--- config.mk ---
export PLATFORM = sky130hd
export DESIGN_NAME = user_proj_wb_example
export DESIGN_NICKNAME = d
export VERILOG_FILES = /design/src/rtl/fann_wbs_pkg.sv /design/src/rtl/node_ram.sv /design/src/rtl/user_proj_wb_example.sv
export SDC_FILE = /design/constraint.sdc
export NUM_CORES = 1
export LEC_CHECK = 0
export BUFFER_PORTS_ARGS = -buffer_cell sky130_fd_sc_hd__buf_2
export CAP_MARGIN = 20
export CELL_PAD_IN_SITES_DETAIL_PLACEMENT = 1
export CELL_PAD_IN_SITES_GLOBAL_PLACEMENT = 1
export CORE_AREA = 4 4 235 237
export DETAILED_ROUTE_END_ITERATION = 10
export DIE_AREA = 0 0 239 241
export GPL_TIMING_DRIVEN = 0
export PLACE_DENSITY_LB_ADDON = 0.3
export SYNTH_ARGS = -nofsm -noshare
export SYNTH_HDL_FRONTEND = slang
export SYNTH_SLANG_ARGS = --single-unit
--- constraint.sdc ---
create_clock -name wb_clk_i -period 3.6 [get_ports wb_clk_i]
set_input_delay 0.72 -clock wb_clk_i [delete_from_list [all_inputs] [get_ports wb_clk_i]]
set_output_delay 0.72 -clock wb_clk_i [all_outputs]
set_load 0.03 [all_outputs]
--- src/rtl/fann_wbs_pkg.sv ---
// Shared constants and types for the Fast-ANN Wishbone slave.
// Address map, node entry layout and sequencer states.
package fann_wbs_pkg;

    localparam logic [31:0] WBS_ADDR_MASK   = 32'hFFFF_0000;

    localparam logic [31:0] WBS_MODE_ADDR   = 32'h3000_0000;
    localparam logic [31:0] WBS_DEBUG_ADDR  = 32'h3000_0004;
    localparam logic [31:0] WBS_DONE_ADDR   = 32'h3000_0008;
    localparam logic [31:0] WBS_START_ADDR  = 32'h3000_000C;
    localparam logic [31:0] WBS_BUSY_ADDR   = 32'h3000_0010;

    localparam logic [31:0] WBS_QUERY_ADDR  = 32'h3001_0000;
    localparam logic [31:0] WBS_LEAF_ADDR   = 32'h3002_0000;
    localparam logic [31:0] WBS_BEST_ADDR   = 32'h3003_0000;
    localparam logic [31:0] WBS_NODE_ADDR   = 32'h3004_0000;

    localparam int NODE_DW = 11;

    typedef struct packed {
        logic [NODE_DW-1:0] median;
        logic [NODE_DW-1:0] index;
    } node_t;

    typedef enum logic {
        SEQ_IDLE,
        SEQ_RUN
    } seq_state_e;

endpackage

--- src/rtl/node_ram.sv ---
// KD-tree internal-node storage: 1 write / 1 read, sync write, async read.
// Ports: clk_i, we_i, waddr_i, wdata_i, raddr_i, rdata_o. No reset.
module node_ram #(
    parameter int DEPTH = 64,
    parameter int AW    = 6,
    parameter int DW    = 22
) (
    input  logic          clk_i,
    input  logic          we_i,
    input  logic [AW-1:0] waddr_i,
    input  logic [DW-1:0] wdata_i,
    input  logic [AW-1:0] raddr_i,
    output logic [DW-1:0] rdata_o
);

    logic [DW-1:0] mem [DEPTH];

    always_ff @(posedge clk_i) begin
        if (we_i) begin
            mem[waddr_i] <= wdata_i;
        end
    end

    assign rdata_o = mem[raddr_i];

endmodule

--- src/rtl/user_proj_wb_example.sv ---
// Fast-ANN Wishbone slave: MODE/DEBUG/DONE/START/BUSY regs, node RAM,
// fixed-length run sequencer; status on io_out[31:30], la_data_out, irq[0].
// Ports: wb_clk_i, rst_n (async low), wbs_* slave bus, la_*, io_*, irq.
// Option: NODE_READBACK_EN makes NODE reads return the stored entry.
import fann_wbs_pkg::*;

module user_proj_wb_example #(
    parameter int BITS       = 32,
    parameter int DATA_WIDTH = NODE_DW,
    parameter int NUM_LEAVES = 64,
    parameter int ADDR_WIDTH = $clog2(NUM_LEAVES),
    parameter int FSM_CYCLES = 16
) (
    input  logic            wb_clk_i,
    input  logic            rst_n,
    input  logic            wbs_stb_i,
    input  logic            wbs_cyc_i,
    input  logic            wbs_we_i,
    input  logic [3:0]      wbs_sel_i,
    input  logic [31:0]     wbs_adr_i,
    input  logic [BITS-1:0] wbs_dat_i,
    output logic            wbs_ack_o,
    output logic [BITS-1:0] wbs_dat_o,
    input  logic [127:0]    la_data_in,
    input  logic [127:0]    la_oenb,
    output logic [127:0]    la_data_out,
    input  logic [37:0]     io_in,
    output logic [37:0]     io_out,
    output logic [37:0]     io_oeb,
    output logic [2:0]      irq
);

    localparam int CNT_W = (FSM_CYCLES > 1) ? $clog2(FSM_CYCLES) : 1;
    localparam logic [CNT_W-1:0] CNT_LOAD = CNT_W'(FSM_CYCLES - 1);
    localparam int NW = 2 * DATA_WIDTH;

    logic            req;
    logic            ack_q, ack_d;
    logic            bus_wr;
    logic [31:0]     region;
    logic            hit_mode, hit_debug, hit_done;
    logic            hit_start, hit_busy, hit_node;

    logic [1:0]      mode_q, mode_d;
    logic            debug_q, debug_d;
    logic            done_q, done_d;
    logic            start_q, start_d;
    logic            irq_q, irq_d;

    seq_state_e      state_q, state_d;
    logic [CNT_W-1:0] cnt_q, cnt_d;
    logic            seq_fin;
    logic            busy;

    node_t           wr_node;
    logic [NW-1:0]   rd_node;
    logic            node_wr;
    logic [BITS-1:0] rdata;

    assign req    = wbs_cyc_i & wbs_stb_i;
    assign ack_d  = req & ~ack_q;
    // Writes commit on the edge that raises ack, so one per transaction.
    assign bus_wr = req & ~ack_q & wbs_we_i;

    assign region    = wbs_adr_i & WBS_ADDR_MASK;
    assign hit_mode  = (wbs_adr_i == WBS_MODE_ADDR);
    assign hit_debug = (wbs_adr_i == WBS_DEBUG_ADDR);
    assign hit_done  = (wbs_adr_i == WBS_DONE_ADDR);
    assign hit_start = (wbs_adr_i == WBS_START_ADDR);
    assign hit_busy  = (wbs_adr_i == WBS_BUSY_ADDR);
    assign hit_node  = (region == WBS_NODE_ADDR);

    assign busy = (state_q == SEQ_RUN);

    always_comb begin
        mode_d  = mode_q;
        debug_d = debug_q;
        done_d  = done_q;
        start_d = 1'b0;
        irq_d   = seq_fin;
        if (bus_wr && hit_mode && !busy) begin
            mode_d = wbs_dat_i[1:0];
        end
        if (bus_wr && hit_debug) begin
            debug_d = wbs_dat_i[0];
        end
        if (bus_wr && hit_done && wbs_dat_i[0]) begin
            done_d = 1'b0;
        end
        // A finishing run beats a simultaneous W1C clear.
        if (seq_fin) begin
            done_d = 1'b1;
        end
        if (bus_wr && hit_start && wbs_dat_i[0]
            && !busy && !start_q) begin
            start_d = 1'b1;
        end
    end

    always_ff @(posedge wb_clk_i or negedge rst_n) begin
        if (!rst_n) begin
            ack_q   <= 1'b0;
            mode_q  <= 2'b00;
            debug_q <= 1'b0;
            done_q  <= 1'b0;
            start_q <= 1'b0;
            irq_q   <= 1'b0;
        end else begin
            ack_q   <= ack_d;
            mode_q  <= mode_d;
            debug_q <= debug_d;
            done_q  <= done_d;
            start_q <= start_d;
            irq_q   <= irq_d;
        end
    end

    always_comb begin
        state_d = state_q;
        cnt_d   = cnt_q;
        seq_fin = 1'b0;
        unique case (state_q)
            SEQ_IDLE: begin
                if (start_q) begin
                    state_d = SEQ_RUN;
                    cnt_d   = CNT_LOAD;
                end
            end
            SEQ_RUN: begin
                if (cnt_q == '0) begin
                    state_d = SEQ_IDLE;
                    seq_fin = 1'b1;
                end else begin
                    cnt_d = cnt_q - 1'b1;
                end
            end
            default: begin
                state_d = SEQ_IDLE;
            end
        endcase
    end

    always_ff @(posedge wb_clk_i or negedge rst_n) begin
        if (!rst_n) begin
            state_q <= SEQ_IDLE;
            cnt_q   <= '0;
        end else begin
            state_q <= state_d;
            cnt_q   <= cnt_d;
        end
    end

    assign node_wr        = bus_wr && hit_node && !busy;
    assign wr_node.median = wbs_dat_i[NW-1:DATA_WIDTH];
    assign wr_node.index  = wbs_dat_i[DATA_WIDTH-1:0];

    node_ram #(
        .DEPTH (NUM_LEAVES),
        .AW    (ADDR_WIDTH),
        .DW    (NW)
    ) u_node_ram (
        .clk_i   (wb_clk_i),
        .we_i    (node_wr),
        .waddr_i (wbs_adr_i[ADDR_WIDTH-1:0]),
        .wdata_i (wr_node),
        .raddr_i (wbs_adr_i[ADDR_WIDTH-1:0]),
        .rdata_o (rd_node)
    );

    always_comb begin
        rdata = '0;
        unique case (1'b1)
            hit_mode:  rdata[1:0] = mode_q;
            hit_debug: rdata[0]   = debug_q;
            hit_done:  rdata[0]   = done_q;
            hit_busy:  rdata[0]   = busy;
`ifdef NODE_READBACK_EN
            hit_node:  rdata[NW-1:0] = rd_node;
`endif
            default: ;
        endcase
    end

    assign wbs_ack_o = ack_q;
    assign wbs_dat_o = ack_q ? rdata : '0;

    always_comb begin
        io_out      = '0;
        io_out[31]  = done_q;
        io_out[30]  = busy;
        io_oeb      = '1;
        io_oeb[31]  = 1'b0;
        io_oeb[30]  = 1'b0;
        la_data_out = '0;
        la_data_out[3:0] = {busy, done_q, debug_q, mode_q[0]};
        la_data_out[5:4] = mode_q;
    end

    assign irq = {2'b00, irq_q};

    logic unused_ok;
`ifdef NODE_READBACK_EN
    assign unused_ok = &{1'b0, wbs_sel_i, la_data_in, la_oenb, io_in,
                         wbs_dat_i[BITS-1:NW]};
`else
    assign unused_ok = &{1'b0, wbs_sel_i, la_data_in, la_oenb, io_in,
                         wbs_dat_i[BITS-1:NW], rd_node};
`endif

endmodule

# After elaboration in Yosys (flattened, before gate mapping)
# Index checks and enable logic that the tools add are counted.
classes:
  n_mul: 0
  eq_ne: 7
  n_shift: 0
  order_cmp: 0
  n_mux: 14
  bitwise_logic: 5
  div: 0
  add_sub_neg: 1
  reduce_logical: 14
op_table:
  columns: ["operator", "n"]
  rows:
  - ["$eq 32x30->1 const B", 5]
  - ["$logic_and 1x1->1", 9]
  - ["$mux 1", 8]
  - ["$mux 4", 2]
  - ["$pmux 4 s2", 1]
  - ["$logic_not 4->1", 1]
  - ["$ne 2x2->1 const B", 2]
  - ["$pmux 1 s4", 1]
  - ["$sub 4x1->4 const B", 1]
  - ["$and 1x1->1", 3]
  - ["$logic_not 1->1", 2]
  - ["$mux 2", 1]
  - ["$not 1->1", 2]
  - ["$pmux 1 s2", 1]
  - ["$reduce_and 2->1", 1]
  - ["$reduce_bool 2->1", 1]
word_totals:
  memories: 0
  out_inout_bits: 240
  rom_bits: 0
  latch_bits: 0
  regBits: 12
  ram_bits: 0

# Depth between registers and ports, before layout
logic_depth:
  depth_word: 8
  mapped_depth: 6

# Worst setup path before layout
# Ideal clock, no wire load.
synth_path:
  kind: "input -> output"
  start: "input port wbs_adr_i[13]"
  end: "output port wbs_dat_o[1]"
  arrival_time_ns: 1.687
  cell_stages: 4
  path_buffers: 0
  slack_ns: 1.193
  required_time_ns: 2.880
  path_cell_list: "nor4_2 nand4_2 nor2_1 and3_1"
synth_via:
  elab_chain_cells: 3
synth_rtl:
  columns: ["item", "line_no", "source"]
  rows:
  - ["start, declared", "user_proj_wb_example.sv:20", "input logic [31:0] wbs_adr_i,"]
  - ["$eq 32x30->1", "user_proj_wb_example.sv:66", "assign hit_mode = (wbs_adr_i == WBS_MODE_ADDR);"]
  - ["$mux 1", "user_proj_wb_example.sv:172", "unique case (1'b1)"]
  - ["$mux 2", "user_proj_wb_example.sv:185", "assign wbs_dat_o = ack_q ? rdata : '0;"]
  - ["end, declared", "user_proj_wb_example.sv:23", "output logic [BITS-1:0] wbs_dat_o,"]
# No other way between the ends.

# Final worst setup path
layout_path:
  start: "input port wbs_adr_i[25]"
  end: "output port wbs_dat_o[0]"
layout_via:
  elab_chain_cells: 3
  elab_cells_between_ends: 6
  cone_classes: "eq/ne: 4; mux: 2"
layout_rtl:
  columns: ["item", "line_no"]
  rows:
  - ["$eq 32x30->1, on equally long branches", null]
  - ["$pmux 1 s4 (*)", "user_proj_wb_example.sv:172"]
  - ["$mux 2 (*)", "user_proj_wb_example.sv:185"]
# Every way passes the cells marked *; elsewhere a longest branch is shown, timed or not.

==> metrics.txt <==
outcome=finished clean; number of instances resized during post-cts repair=0; via total after detailed routing=2071; CP max stage delay=0.29 ns; clk sink count=12; Max-Cap Viols=0; Ys Warns=0; CP max FO=5; Post-DP HPWL=7.14 mm; Net count, final=955; antenna fix cells=0; Post-Syn Area per Cell=8.21 um^2; Post-synth EDFFs=0; clock-pin slew on the worst setup and hold paths=0.04 ns; worst path setup slack after routing=0.888 ns; setup repair after global routing missed its margin=false; aggregate negative setup slack=0 ns; Layout area overhead=81.1%; core box area=53300 um^2; TritonCTS clock tree=built; fraction of synthesis flops using an asynchronous set or reset pin=100%; leakage component of the power=2.54 nW; power per cell area=198 nW/um^2; final critical-path share of the clock period=75.3%; # H-tree levels=1; number of rows created at floorplan=85; DR vias/cell=1.62; count of input and output buffers=49; gate count after technology mapping=306; required time of the critical path=2.88 ns; classification of the worst setup path=input port to primary output; crit path DAT=1.99 ns; number of cells traversed by the worst register-to-register path=4; Max rail drop VDD=128 uV; post-synth cell types=32; DRC Markers=0; end of the worst register-to-register path=mode_q[0]; series of cell instances along the critical path=buf_2 -> nor4_2 -> nand4_2 -> nor2_1 -> o211a_1 -> buf_2; path category of the worst min-delay check=input port to asynchronous set/reset pin; element type at the critical path start=input port; Setup Skew=0.00130 ns; worst slack, placed=0.827 ns; largest net degree at the start of global routing=13; max frequency=0.369 GHz; number of filler instances in the final layout=6477; post-CTS setup buffer count=0; Max Slew Vio Count=0; average detailed-routed wire length per instance=5.82 um; Top Ports=607; Total Wirelength=7.45 mm; hold violation total from the final report=0; wire length of the first global-routing pass=10.3 mm; quantity of hold-fixing buffers added after cts=0; number of buffers inserted during clock tree synthesis=3; capturing element type of the critical path=primary output; FF+latch count, synth=12; final worst path period need=2.71 ns; number of global-route vias before repair=1955; critical-path cell with the highest stage delay=nor4_2; Die Area=57600 um^2; fraction of the core area covered by cells at the end of the flow=8.55%; overflow left after global routing=0; detailed-routing iteration count for the pre-antenna-repair pass=4; final weighted congestion in routability-driven placement=0.615; Cell Area, Synth=2510 um^2; total setup violations reported at the end of the flow=0; clock latency on the worst-skew pair=0.24 ns; violation count after the first detailed-routing iteration=32; most used cell, CP=buf_2; worst-case register-to-register setup slack=1.95 ns; starting density of the core=4.72%; total track usage=2.29%; sequential cell area fraction in the yosys report=11.9%; dominant register cell in the synthesized netlist=dfrtp_1; startpoint of the most critical register-to-register path=wbs_ack_o; number of nets with antenna violations after routing=0; Clk Tree Root Cell=clkbuf_16; buffer levels on the longest clock path=2; layout cells sized above 1=50.7%; die width=239 um; vertical extent of the die=241 um; antenna violations before repair=1
==> cell usage in the layout, fill, tap and decap left out <==
cell type / instances
clkbuf_16: 3
a21oi_1: 2
o211a_1: 1
mux2_1: 3
nor4_2: 5
o21a_1: 1
inv_1: 3
nand3_1: 1
clkbuf_1: 1
nand3b_1: 1
ha_1: 2
a211oi_1: 2
nand2b_1: 2
nor4b_1: 1
buf_2: 49
dfrtp_1: 12
nor4_4: 2
or3_1: 1
nor2_1: 6
xnor2_1: 1
nand4_1: 1
and2_1: 1
and3b_1: 2
nand2_1: 3
nor2b_1: 2
conb_1: 228
nor4_1: 3
nor3b_1: 1
a2bb2oi_1: 1
buf_4: 235
o221ai_1: 1
nor3_1: 4
and3_1: 1
nand4_2: 2
==> where the power goes <==
part | internal, W | switching [W] | total (W)
combinational | 0.000186 | 0.000375 | 0.000561
clock | 0.000145 | 0.0000600 | 0.000205
sequential | 0.000136 | 0.000000546 | 0.000136
==> cells in the mapped netlist (2+ instances only) <==
cell type  count  area, um^2
a211oi_1       2        15.0
nand2_1        3        11.3
nor4_2         5        62.6
nor2b_1        2        12.5
nand4_2        2        25.0
nor2_1         6        22.5
inv_1          3        11.3
buf_4        235        1760
a21oi_1        2        10.0
and3b_1        2        17.5
ha_1           2        25.0
nor3_1         4        20.0
nor4_1         3        18.8
nor4_4         2        42.5
dfrtp_1       12         300
mux2_1         3        33.8
nand2b_1       2        12.5
conb_1         2        7.51
==> critical path, delay by kind of cell <==
kind	cells	cell delay (ns)
buffers and inverters	2	0.31
AND/OR/NAND/NOR	3	0.77
AO/OA/AOI/OAI	1	0.19
==> metal layers <==
layer  GRT usage [%]  wire [um]  up-vias
li1                -          -     1064
met1            2.70       2750      830
met2            3.26       3160      175
met3            2.05       1530        2
met4           0.157          9        0
met5               0          0        -
==> kinds of logic after synthesis <==
| logic type | synth area share [%] |
|---|---|
| adders and majority gates | 0.995 |
| other | 0.299 |
| and+or+nand+nor | 11.9 |
| DFF | 11.9 |
| buffers and inverters | 70.8 |
| muxes | 1.34 |
| AOI/OAI and AO/OA | 2.39 |
| xor gates and xnor gates | 0.348 |
==> layout make-up <==
type / instances / area [um^2] / share of cell area, %
plain buffers: 236 / 1770 / 38.8
clock buffers: 3 / 75.1 / 1.65
inverters: 3 / 11.3 / 0.247
multi-input cells: 281 / 1280 / 28.2
flip-flops and latches: 12 / 300 / 6.60
well taps: 696 / 871 / 19.1
repair buffers: 49 / 245 / 5.39
==> registers in the layout, summed over array words and instances, names as in the netlist <==
name	cells
busy	1
start_q	1
irq_q	1
wbs_ack_o	1
mode_q	2
cnt_q	4
done_q	1
debug_q	1
==> worst max-delay path by stage <==
stage                  startpoint            to  slack [ns]  depth (start not counted)
finish              wbs_adr_i[25]  wbs_dat_o[0]        0.89                          6
global route        wbs_adr_i[11]  wbs_dat_o[1]        0.75                          6
CTS                  wbs_adr_i[9]  wbs_dat_o[0]        0.82                          6
detailed placement   wbs_adr_i[9]  wbs_dat_o[0]        0.83                          6
global placement    wbs_adr_i[25]  wbs_dat_o[1]        0.83                          6
floorplan           wbs_adr_i[13]  wbs_dat_o[1]        1.19                          4
==> metrics by stage <==
stage	power (W)	area (um^2)	hold slack, ns	cells
6_report	0.000902	4550	0.371	1280
5_1_grt	0.000959	4550	0.388	1280
4_1_cts	0.000893	4550	0.378	1280
3_5_place_dp	0.000681	4480	0.508	1277
3_3_place_gp	0.000680	4480	0.500	1277
2_1_floorplan	0.000649	3360	0.424	532
Power figures use the tool's default switching activity.
